<file path="config.mk">
export PLATFORM = sky130hd
export DESIGN_NAME = jesd204_versal_gt_adapter_tx
export DESIGN_NICKNAME = d
export VERILOG_FILES = /design/src/rtl/jesd204_versal_gt_pkg.sv /design/src/rtl/jesd204_tx_gearbox_seq.sv /design/src/rtl/jesd204_versal_gt_adapter_tx.sv
export SDC_FILE = /design/constraint.sdc
export NUM_CORES = 1
export LEC_CHECK = 0
export CAP_MARGIN = 30
export CORE_MARGIN = 2
export CORE_UTILIZATION = 39
export CTS_CLUSTER_SIZE = 10
export DETAILED_ROUTE_END_ITERATION = 6
export HOLD_SLACK_MARGIN = 0.08
export PLACE_DENSITY_LB_ADDON = 0.1
export SLEW_MARGIN = 30
export SYNTH_ARGS = -nofsm -noshare
export SYNTH_HDL_FRONTEND = slang
export SYNTH_SLANG_ARGS = --single-unit
export TNS_END_PERCENT = 50
</file>
<file path="constraint.sdc">
create_clock -name usr_clk -period 2.9 [get_ports usr_clk]
set_input_delay 0.29 -clock usr_clk [delete_from_list [all_inputs] [get_ports usr_clk]]
set_output_delay 0.29 -clock usr_clk [all_outputs]
set_load 0.01 [all_outputs]
</file>
<file path="src/rtl/jesd204_versal_gt_pkg.sv">
// Shared constants, types and helpers for the JESD204 Versal GT TX adapter.
// Used by the gearbox sequencer and the adapter top level.
package jesd204_versal_gt_pkg;

  localparam int LINK_MODE_8B10B  = 1;
  localparam int LINK_MODE_64B66B = 2;

  localparam logic [1:0] SYNC_HDR_DATA = 2'b01;
  localparam logic [1:0] SYNC_HDR_CTRL = 2'b10;

  localparam int GT_TXDATA_W = 128;
  localparam int GT_TXSEQ_W  = 7;

  typedef struct packed {
    logic [GT_TXDATA_W-1:0] data;
    logic [5:0]             header;
    logic [GT_TXSEQ_W-1:0]  seq;
    logic [7:0]             ctrl2;
  } gt_tx_t;

  function automatic logic [63:0] bit_rev64(input logic [63:0] d);
    logic [63:0] r;
    r = '0;
    for (int i = 0; i < 64; i++) begin
      r[63-i] = d[i];
    end
    return r;
  endfunction

  function automatic logic hdr_valid(input logic [1:0] h);
    return (h == SYNC_HDR_DATA) || (h == SYNC_HDR_CTRL);
  endfunction

endpackage

</file>
<file path="src/rtl/jesd204_tx_gearbox_seq.sv">
// TX gearbox sequence counter for 64B66B mode.
// Pauses the link layer on the terminal count of each gearbox period.
module jesd204_tx_gearbox_seq
  import jesd204_versal_gt_pkg::*;
#(
  parameter int SEQ_MAX = 32
) (
  input  logic                  clk_i,
  input  logic                  reset_i,
  output logic [GT_TXSEQ_W-1:0] seq_cnt_o,
  output logic                  tx_ready_o
);

  localparam logic [GT_TXSEQ_W-1:0] SEQ_LAST = GT_TXSEQ_W'(SEQ_MAX);

  logic [GT_TXSEQ_W-1:0] seq_cnt_q;
  logic [GT_TXSEQ_W-1:0] seq_cnt_d;

  always_comb begin
    seq_cnt_d = seq_cnt_q + 7'd1;
    if (seq_cnt_q == SEQ_LAST) begin
      seq_cnt_d = '0;
    end
  end

  always_ff @(posedge clk_i) begin
    if (reset_i) begin
      seq_cnt_q <= '0;
    end else begin
      seq_cnt_q <= seq_cnt_d;
    end
  end

  assign seq_cnt_o  = seq_cnt_q;
  assign tx_ready_o = ~reset_i & (seq_cnt_q != SEQ_LAST);

endmodule

</file>
<file path="src/rtl/jesd204_versal_gt_adapter_tx.sv">
// Link-layer TX to Versal GT channel adapter, one instance per lane.
// 64B66B drives the synchronous gearbox; 8B10B is a registered pass-through.
module jesd204_versal_gt_adapter_tx
  import jesd204_versal_gt_pkg::*;
#(
  parameter int LINK_MODE = 2,
  parameter int SEQ_MAX   = 32
) (
  input  logic         usr_clk,
  input  logic         reset,
  input  logic [63:0]  tx_data,
  input  logic [3:0]   tx_charisk,
  input  logic [1:0]   tx_header,
  output logic         tx_ready,
  output logic [7:0]   tx_header_err_cnt,
  output logic [127:0] txdata,
  output logic [5:0]   txheader,
  output logic [6:0]   txsequence,
  output logic [15:0]  txctrl0,
  output logic [15:0]  txctrl1,
  output logic [7:0]   txctrl2
);

  gt_tx_t     out_q;
  gt_tx_t     out_d;
  logic [7:0] err_q;
  logic [7:0] err_d;
  logic       ready;

  // Each mode leaves some inputs unused.
  logic unused_in;
  assign unused_in = ^{tx_data, tx_header, tx_charisk};

  generate
    if (LINK_MODE == LINK_MODE_64B66B) begin : g_64b66b
      logic [GT_TXSEQ_W-1:0] seq_cnt;

      jesd204_tx_gearbox_seq #(
        .SEQ_MAX(SEQ_MAX)
      ) u_seq (
        .clk_i     (usr_clk),
        .reset_i   (reset),
        .seq_cnt_o (seq_cnt),
        .tx_ready_o(ready)
      );

      // Data/header hold through the pause; the GT ignores them then.
      always_comb begin
        out_d       = out_q;
        err_d       = err_q;
        out_d.seq   = seq_cnt;
        out_d.ctrl2 = '0;
        if (ready) begin
          out_d.data   = {64'b0, bit_rev64(tx_data)};
          out_d.header = {4'b0, tx_header[0], tx_header[1]};
          if (!hdr_valid(tx_header) && (err_q != 8'hFF)) begin
            err_d = err_q + 8'd1;
          end
        end
      end
    end else begin : g_8b10b
      assign ready = ~reset;

      always_comb begin
        out_d       = '0;
        out_d.data  = {96'b0, tx_data[31:0]};
        out_d.ctrl2 = {4'b0, tx_charisk};
        err_d       = '0;
      end
    end
  endgenerate

  always_ff @(posedge usr_clk) begin
    if (reset) begin
      out_q <= '0;
      err_q <= '0;
    end else begin
      out_q <= out_d;
      err_q <= err_d;
    end
  end

  assign tx_ready          = ready;
  assign tx_header_err_cnt = err_q;
  assign txdata            = out_q.data;
  assign txheader          = out_q.header;
  assign txsequence        = out_q.seq;
  assign txctrl0           = '0;
  assign txctrl1           = '0;
  assign txctrl2           = out_q.ctrl2;

endmodule

</file>
Word level (Yosys, flattened, before mapping)
Cells that the tools add are included.
Widths: inputs -> output; s select.
Word-level totals
  register bits: 96
  input bits: 72
  output and inout bits: 190
  logic and storage cells: 20
Operators by class
  add/subtract/negate cells: 2
  equal/unequal tests: 5
  bitwise gates (word level): 2
  reductions and logical operators: 5
Operator list (count)
  $add 8x1->8 const B: 1
  $ne 8x8->1 const B: 1
  $add 7x1->7 const B: 1
  $eq 7x6->1 const B: 1
  $ne 7x6->1 const B: 1
  $eq 2x1->1 const B: 1
  $eq 2x2->1 const B: 1
  $reduce_and 2->1: 1
  $reduce_or 2->1: 1
  $and 1x1->1: 1
  $logic_and 1x1->1: 1
  $logic_not 1->1: 1
  $logic_or 1x1->1: 1
  $not 1->1: 1

Depth between registers and ports, before layout
Gate-level depths: netlist of the first run.
  depth after elaboration: 5
  mapped depth: 8
  gate-level depth less buffers: 6

By module
A second synthesis of the first run with hierarchy kept.
Unflattened totals
  cells, all modules: 415
  area total of the unflattened synthesis: 4005.1 um^2
Modules (own cells, without submodules)
  jesd204_versal_gt_adapter_tx: instances 1, cells each 380, area each 3692.3 um^2, seq. area each 1621.6 um^2
  jesd204_tx_gearbox_seq: instances 1, cells each 35, area each 312.8 um^2, seq. area each 140.1 um^2

Worst setup path before layout of the first run
No wires, ideal clock.
  path kind: register -> register
  start point: register g_64b66b.u_seq.seq_cnt_q[0] (netlist: g_64b66b.u_seq.seq_cnt_o[0])
  end point: register err_q[5] (netlist: tx_header_err_cnt[5])
  setup time: 0.121 ns
  arrival time: 1.627 ns
  data required time: 2.779 ns
  slack: 1.152 ns
  cell stages (with the launch flop): 8
  path buffers: 1
  clock period less this slack: 1.748 ns
  cell sequence: dfxtp_1 inv_1 ha_1 nand2b_1 o21ai_2 buf_4 nor4_1 mux2_4
On the way
  longest elaborated chain between the ends: 3
Ends and longest elaborated chain
  start, declared: RTL line jesd204_tx_gearbox_seq.sv:16  | logic [GT_TXSEQ_W-1:0] seq_cnt_q;
  start signal, assigned: RTL line jesd204_tx_gearbox_seq.sv:30  | seq_cnt_q <= seq_cnt_d;
  $ne 7x6->1: RTL line jesd204_tx_gearbox_seq.sv:35  | assign tx_ready_o = ~reset_i & (seq_cnt_q != SEQ_LAST);
  $and 1x1->1: RTL line jesd204_tx_gearbox_seq.sv:35
  $reduce_and 2->1 (no line)
  end signal, assigned: RTL line jesd204_versal_gt_adapter_tx.sv:79  | err_q <= err_d;
  end, declared: RTL line jesd204_versal_gt_adapter_tx.sv:26  | logic [7:0] err_q;
Every way passes these cells.
A chain may end at the register's enable or synchronous reset.

Worst setup path after layout of the first run
  start point: register g_64b66b.u_seq.seq_cnt_q[2] (netlist: g_64b66b.u_seq.seq_cnt_o[2])
  end point: output port tx_ready
On the way
  longest elaborated chain between the ends: 2
Ends and longest elaborated chain
  $ne 7x6->1: RTL line jesd204_tx_gearbox_seq.sv:35
  $and 1x1->1: RTL line jesd204_tx_gearbox_seq.sv:35
  end, declared: RTL line jesd204_versal_gt_adapter_tx.sv:14  | output logic tx_ready,
Every way passes these cells.

==> impl_metrics.ini, run 1 <==
[sta]
finalSetupViolCount = 0
skew_ps = 16.7
min_period_over_period_pct = 77.7
rsz0062_at_grt = false
worstMarginPinSlew_ps = 750
final.setup.tns_ps = 0
max_freq_mhz = 444
fin_ws_ps = 646
final-hold-violation-count = 0
relSlewSlack_pct = 50.0
drv_slew = 0
final.min_clock_period_ps = 2250

[clock_tree]
cts-htree-levels = 3
ctsLongestPathBuffers = 2
cts-resized-gates = 0
post-cts-setup-buffers = 0
clk_latency_ps = 350
cts.sinks = 88
clk_pin_slew_worst_paths_ps = 90
cts_tree = done
root_buffer = clkbuf_8
hold_buffers = 0
cts_buffers = 9

[floorplanning]
start_util_pct = 39.6
core_um2 = 10200
io-pin-count = 262
dieHeight_um = 106
die_x_um = 106
rows = 37
die-area_um2 = 11200

[finish]
nFillCells = 1009
final-seq-area_um2 = 1760
syn_to_final_growth_pct = 33.4
multi_input_comb_area_um2 = 1710
antennaDiodeCount = 0
drive_above_1_share_pct = 4.08
layout_commonest_cell = clkdlybuf4s50_1
final_nets = 707
fin_area_um2 = 5380
final_cell_mix = clkdlybuf4s50_1 (148), nand2_1 (135), conb_1 (108)

[place]
dp_slack_ps = 838
gp_congestion = 0.738
port_buffers = 149
dpl-instance-area_um2 = 5180
hpwl_mm = 6.41

[yosys]
synth_area_leader_cell = dfxtp_1
ys_top_cells_by_area = dfxtp_1 (44%), buf_4 (20%), nand2_1 (13%)
synth_seq_area_share_pct = 43.7
ys_warn_count = 0
synth_area_per_cell_um2 = 8.17
synth_area_um2 = 4030
synth_top_flop_cell = dfxtp_1
synth_top_cell_area_share_pct = 43.7
ys_seq_elements = 88
postSynthCellCount = 494
synth_edf_count = 0
synthArstFlopShare_pct = 0
ys_types = 36

[power]
vdd_drop_max_uv = 267
power_leakage_nw = 2.29
switching_power_mw = 0.678
pwr-share-comb_pct = 15.3
p_seq_share_pct = 51.0
total_power_mw = 2.56
p_sw_share_pct = 26.5
p_int_mw = 1.88
pwr-share-clk_pct = 33.7
p_per_area_nw_per_um2 = 475

[grt]
gr-usage-met1_pct = 18.5
grt_max_degree = 73
grtUsageMet3_pct = 6.56
antenna_found_initial = 0
first_global_vias = 2932
grt_overflow_total = 0
grt_pass1_wl_mm = 14.0
busiest_layer = met2
met2_usage_pct = 25.9
track_usage_pct = 15.4

[worst_hold_path]
hold_class = in2reg

[drt]
detail_route.first_pass.iterations = 4
drc = 0
wl_per_cell_um = 12.0
viasPerCell = 4.29
wl_mm = 9.26
drtIter0Drc = 124
antenna_left = 0
num_vias = 3316

[setup_path]
crit_required_ps = 2610
cp_max_fo = 5
crit_arrival_ps = 1960
startpoint_type = flip-flop
end_kind = output port
worstSetupPathType = reg2out

[outcome]
status = finished clean

[job]
cap_violations = 0
-- worst paths after layout --
kind / startpoint / to / slack (ps) / cells after the start
worst max-delay path: g_64b66b.u_seq.seq_cnt_o[2] / tx_ready / 650 / 4
worst max register to register: g_64b66b.u_seq.seq_cnt_o[2] / txdata[57] / 870 / 5
worst min-delay path: reset / txsequence[1] / 380 / 2
worst min register to register: txdata[58] / txdata[58] / 450 / 2
-- metrics by stage --
stage / cells / hold slack (ps) / util, %
final: 773 / 377 / 52.8
after global routing: 773 / 406 / 52.8
after CTS: 773 / 369 / 52.8
after detailed placement: 757 / 444 / 50.9
after global placement: 757 / 438 / 50.9
after floorplan: 601 / 430 / -
-- sequential cells by signal, summed over array words and instances (netlist names) --
| register | cells |
|---|---|
| txdata | 64 |
| tx_header_err_cnt | 8 |
| txheader | 2 |
| g_64b66b.u_seq.seq_cnt_o | 7 |
| txsequence | 7 |
-- layout make-up --
cell class	count	area share (%)
Clock buffer	9	2.30
Sequential cell	88	32.7
Tap cell	136	3.16
Multi-Input combinational cell	377	31.7
Clock inverter	7	1.44
Inverter	3	0.209
Timing Repair Buffer	153	28.4
-- worst max-delay path: stages, from the launching register on --
cell             delay [ps]
dfxtp_1                 360
or4b_4                  590
nor2_4                  110
nor2_1                   60
clkdlybuf4s50_1         510
-- synthesized netlist by cell type, types with 2 or more instances --
| library cell | count |
|---|---|
| inv_1 | 3 |
| nand2_1 | 135 |
| clkbuf_1 | 12 |
| nand2b_1 | 4 |
| xnor2_1 | 4 |
| o31ai_1 | 2 |
| nor3_1 | 8 |
| dfxtp_1 | 88 |
| buf_2 | 7 |
| a21oi_1 | 70 |
| nor2_1 | 7 |
| or4_1 | 3 |
| nor4_1 | 2 |
| ha_1 | 3 |
| buf_6 | 5 |
| xor2_1 | 2 |
| o21ai_0 | 2 |
| nor2b_1 | 6 |
| buf_4 | 109 |
| nand3_1 | 5 |
| nand4_1 | 2 |
-- power by group through the flow --
stage / sequential [mW] / clock, mW / combinational, mW
after floorplan: 1.36 / 0 / 0.253
after global placement: 1.33 / 0 / 0.388
after detailed placement: 1.33 / 0 / 0.391
after CTS: 1.30 / 0.898 / 0.393
after global routing: 1.31 / 0.943 / 0.427
final: 1.30 / 0.862 / 0.391
-- per-layer routing --
layer | wire length, um | vias to the layer above
li1 | - | 1651
met1 | 3820 | 1515
met2 | 4520 | 145
met3 | 870 | 5
met4 | 40 | 0
met5 | 0 | -
-- kinds of logic after synthesis --
group	count (synthesis)	share of synthesized area, %
simple gates	180	19.2
fa+ha+maj	3	0.931
other cells	1	0.0930
buf+inv	136	23.9
xor+xnor	6	1.30
flops	88	43.7
mux	2	0.620
compound gates	78	10.2
(Power assumes the default switching activity.)
==> run 2, diff against run 1 <==
--- a/config.mk
+++ b/config.mk
@@ -7,7 +7,7 @@
 export LEC_CHECK = 0
 export CAP_MARGIN = 30
 export CORE_MARGIN = 2
-export CORE_UTILIZATION = 39
+export CORE_UTILIZATION = 37
 export CTS_CLUSTER_SIZE = 10
 export DETAILED_ROUTE_END_ITERATION = 6
 export HOLD_SLACK_MARGIN = 0.08
==> constraint.sdc (replaced) <==
create_clock -name usr_clk -period 2.2 [get_ports usr_clk]
set_input_delay 0.22 -clock usr_clk [delete_from_list [all_inputs] [get_ports usr_clk]]
set_output_delay 0.22 -clock usr_clk [all_outputs]
set_load 0.01 [all_outputs]
==> impl_metrics.ini, run 2 (synthesis results as in run 1) <==
[drt]
wl_mm = 9.29
antenna_left = 0
drtIter0Drc = 133
num_vias = 3275
detail_route.first_pass.iterations = 4
viasPerCell = 4.21
drc = 0
wl_per_cell_um = 11.9

[setup_path]
slowest_stage = or4b_4
path_cells = or4b_4 > nor2_4 > nor2_1 > dlygate4sd2_1
end_kind = output port
critPathBufInv = 1
startpoint_type = flip-flop
critPathTopFamily = simple AND/OR/NAND/NOR gates
worstSetupPathType = reg2out
crit_arrival_ps = 1800
cp_max_fo = 5
crit_required_ps = 1980
rrSetupSlack_ps = 320
slowest_delay_ps = 590

[sta]
drv_slew = 0
min_period_over_period_pct = 91.8
finalSetupViolCount = 0
max_freq_mhz = 495
rsz0062_at_grt = false
worstMarginPinSlew_ps = 579
final-hold-violation-count = 0
skew_ps = 14.3
relSlewSlack_pct = 61.4
final.min_clock_period_ps = 2020
final.setup.tns_ps = 0

[clock_tree]
cts-htree-levels = 3
cts_buffers = 9
hold_buffers = 0
cts.sinks = 88
clk_latency_ps = 350
ctsLongestPathBuffers = 2
clk_pin_slew_worst_paths_ps = 90
cts_tree = done
root_buffer = clkbuf_8
post-cts-setup-buffers = 0

[place]
placed_cells = 762
hpwl_mm = 6.42
gp_congestion = 0.751
dpl-instance-area_um2 = 5190
port_buffers = 149

[grt]
busiest_layer = met2
grt_pass1_wl_mm = 13.9
gr-usage-met1_pct = 18.1
first_global_vias = 2902
grtUsageMet3_pct = 4.52
track_usage_pct = 14.9
grt_max_degree = 73
antenna_found_initial = 0
grt_overflow_total = 0
met2_usage_pct = 24.7

[floorplanning]
die_x_um = 108
die-area_um2 = 11800
start_util_pct = 37.5
rows = 38
core_um2 = 10700
dieHeight_um = 108
io-pin-count = 262

[finish]
final_cell_mix = clkdlybuf4s50_1 (147), nand2_1 (135), conb_1 (108)
layout_commonest_cell = clkdlybuf4s50_1
syn_to_final_growth_pct = 33.4
fin_area_um2 = 5380
multi_input_comb_area_um2 = 1710
drive_above_1_share_pct = 4.23
nFillCells = 1070
final-seq-area_um2 = 1760
final_nets = 708
largest_reg_flops = 64
antennaDiodeCount = 0
fin_util_pct = 50.1
instances_no_fill = 778

[power]
total_power_mw = 3.29
power_leakage_nw = 2.29
p_per_area_nw_per_um2 = 612
vdd_drop_max_uv = 257

[outcome]
status = finished clean

[job]
cap_violations = 0

[worst_hold_path]
hold_class = in2reg
run 2: worst paths after layout:
path                               start                    to  depth (start not counted)
max          g_64b66b.u_seq.seq_cnt_o[2]              tx_ready                          4
min reg2reg                    txdata[8]             txdata[8]                          2
max reg2reg  g_64b66b.u_seq.seq_cnt_o[2]            txdata[25]                          5
min                                reset  tx_header_err_cnt[3]                          2
run 2: layout make-up:
class / instances / area share [%]
inverters: 3 / 0.209
clock inverters: 5 / 0.721
flip-flops and latches: 88 / 32.7
multi-input cells: 377 / 31.7
clock buffers: 11 / 2.81
repair buffers: 154 / 28.5
well taps: 140 / 3.26
run 2: through the flow:
step | hold slack [ps] | worst slack [ps]
finish | 314 | 180
global route | 326 | 68.9
CTS | 290 | 138
detailed placement | 444 | 226
global placement | 437 | 250
floorplan | 360 | 452
run 2: report_power, final:
group	internal, mW	total [mW]	switching, mW	leakage, nW
Combinational	0.269	0.516	0.246	1.46
Sequential	1.67	1.72	0.0470	0.729
Clock	0.479	1.06	0.581	0.0959
Total	2.42	3.29	0.874	2.29
run 2: metal layers:
| metal | wire length (um) | part of all wire (%) |
|---|---|---|
| met4 | 111 | 1.2 |
| met3 | 819 | 8.8 |
| met1 | 3860 | 42 |
| met5 | 0 | 0 |
| met2 | 4500 | 48 |
run 2: timing repair:
item                                    CTS  global route
gates resized for setup                   1             0
hold endpoints to repair                  0             0
endpoints found under the setup margin    1             0
run 2: worst register-to-register path: cells and delay by family (launching register included):
family          cells  cell delay, ps
simple gates        3            1040
flops               1             360
buf+inv             1             280
compound gates      1              60
==> run 3, diff against run 2 <==
==> constraint.sdc (replaced) <==
create_clock -name usr_clk -period 2.2 [get_ports usr_clk]
set_input_delay 0.66 -clock usr_clk [delete_from_list [all_inputs] [get_ports usr_clk]]
set_output_delay 0.66 -clock usr_clk [all_outputs]
set_load 0.01 [all_outputs]
==> impl_metrics.ini, run 3 (synthesis results as in run 1) <==
[job]
cap_violations = 0

[sta]
rsz0062_at_grt = true
finalSetupViolCount = 0
skew_ps = 8.62
final.min_clock_period_ps = 2170
final-hold-violation-count = 0
relSlewSlack_pct = 49.0
drv_slew = 0
max_freq_mhz = 460
min_period_over_period_pct = 98.7
final.setup.tns_ps = 0
worstMarginPinSlew_ps = 764

[floorplanning]
io-pin-count = 262
start_util_pct = 37.5
die_x_um = 108
dieHeight_um = 108
die-area_um2 = 11800
core_um2 = 10700
rows = 38

[setup_path]
crit_arrival_ps = 1510
slowest_stage = or4b_4
cp_max_fo = 2
startpoint_type = flip-flop
path_cells = or4b_4 > nor2_4 > nor2_2 > buf_2
end_kind = output port
crit_required_ps = 1540
critPathBufInv = 1
critPathTopFamily = simple AND/OR/NAND/NOR gates
slowest_delay_ps = 560
worstSetupPathType = reg2out

[drt]
drtIter0Drc = 103
viasPerCell = 4.21
detail_route.first_pass.iterations = 4
antenna_left = 0
num_vias = 3312
wl_mm = 9.45
drc = 0
wl_per_cell_um = 12.0

[outcome]
status = finished clean

[clock_tree]
clk_pin_slew_worst_paths_ps = 80
ctsLongestPathBuffers = 2
post-cts-setup-buffers = 0
hold_buffers = 0
cts.sinks = 88
clk_latency_ps = 350
cts-htree-levels = 3
root_buffer = clkbuf_8
cts_buffers = 9
cts_tree = done

[finish]
final-seq-area_um2 = 1760
largest_reg_flops = 64
nFillCells = 1070
final_cell_mix = clkdlybuf4s50_1 (147), nand2_1 (135), conb_1 (108)
drive_above_1_share_pct = 5.73
layout_commonest_cell = clkdlybuf4s50_1
fin_area_um2 = 5420
syn_to_final_growth_pct = 34.3
antennaDiodeCount = 0
multi_input_comb_area_um2 = 1710
final_nets = 717
instances_no_fill = 786

[place]
dpl-instance-area_um2 = 5250
hpwl_mm = 6.56
gp_congestion = 0.770
placed_cells = 771
port_buffers = 149

[grt]
grt_pass1_wl_mm = 14.3
track_usage_pct = 15.4
grt_overflow_total = 0
first_global_vias = 2986
grt_max_degree = 73
antenna_found_initial = 0

[worst_hold_path]
hold_class = reg2reg

[power]
p_per_area_nw_per_um2 = 603
power_leakage_nw = 2.32
total_power_mw = 3.27
vdd_drop_max_uv = 300
## run 3: cell types whose count changed in the layout (fill, tap and decap cells not counted), sizes merged
cell / change
buf: +10
clkbuf: +1
clkinv: -1
dlygate4sd2: -1
inv: -1
## run 3: worst paths after layout
kind,start,end,slack (ps),cells past startpoint
worst max-delay path,g_64b66b.u_seq.seq_cnt_o[2],tx_ready,30,4
worst min-delay path,txdata[57],txdata[57],450,2
worst max register to register,g_64b66b.u_seq.seq_cnt_o[2],txdata[21],210,5
worst min register to register,txdata[57],txdata[57],450,2
## run 3: routing by layer
layer  share of wire [%]  GRT usage, %  up-vias
met1                  41          18.1     1506
met4                 1.7          6.78        0
met3                 8.2          4.82       12
li1                    -             -     1666
met5                   0             0        -
met2                  49          25.7      128
## run 3: tightest hold or removal path: cells and delay by family (launching register included)
kind	cells	cell delay [ps]
AO/OA/AOI/OAI	1	50
flip-flops	1	310
AND/OR/NAND/NOR	1	50
## run 3: power breakdown
part           total, mW  internal [mW]  switching [mW]
clock network       1.02          0.464           0.554
logic              0.531          0.280           0.251
registers           1.72           1.67          0.0450
total               3.27           2.41           0.850
## run 3: cell type report
class / instances / area share, %
well taps: 140 / 3.23
clock buffers: 12 / 2.86
multi-input cells: 377 / 31.6
inverters: 3 / 0.208
flip-flops and latches: 88 / 32.5
clock inverters: 3 / 0.323
repair buffers: 163 / 29.3
## run 3: repair_timing
item	in CTS	in global routing
endpoints found under the setup margin	1	2
gates resized for setup	4	2
pin swaps	2	2
## run 3: per-stage QoR
step | worst slack [ps] | hold WS [ps] | util, %
final | 27.9 | 452 | 50.4
after global routing | -50.2 | 472 | 50.4
after CTS | -25.5 | 455 | 50.4
after detailed placement | -137 | 443 | 48.8
after global placement | -124 | 437 | 48.8
after floorplan | 348 | 446 | -
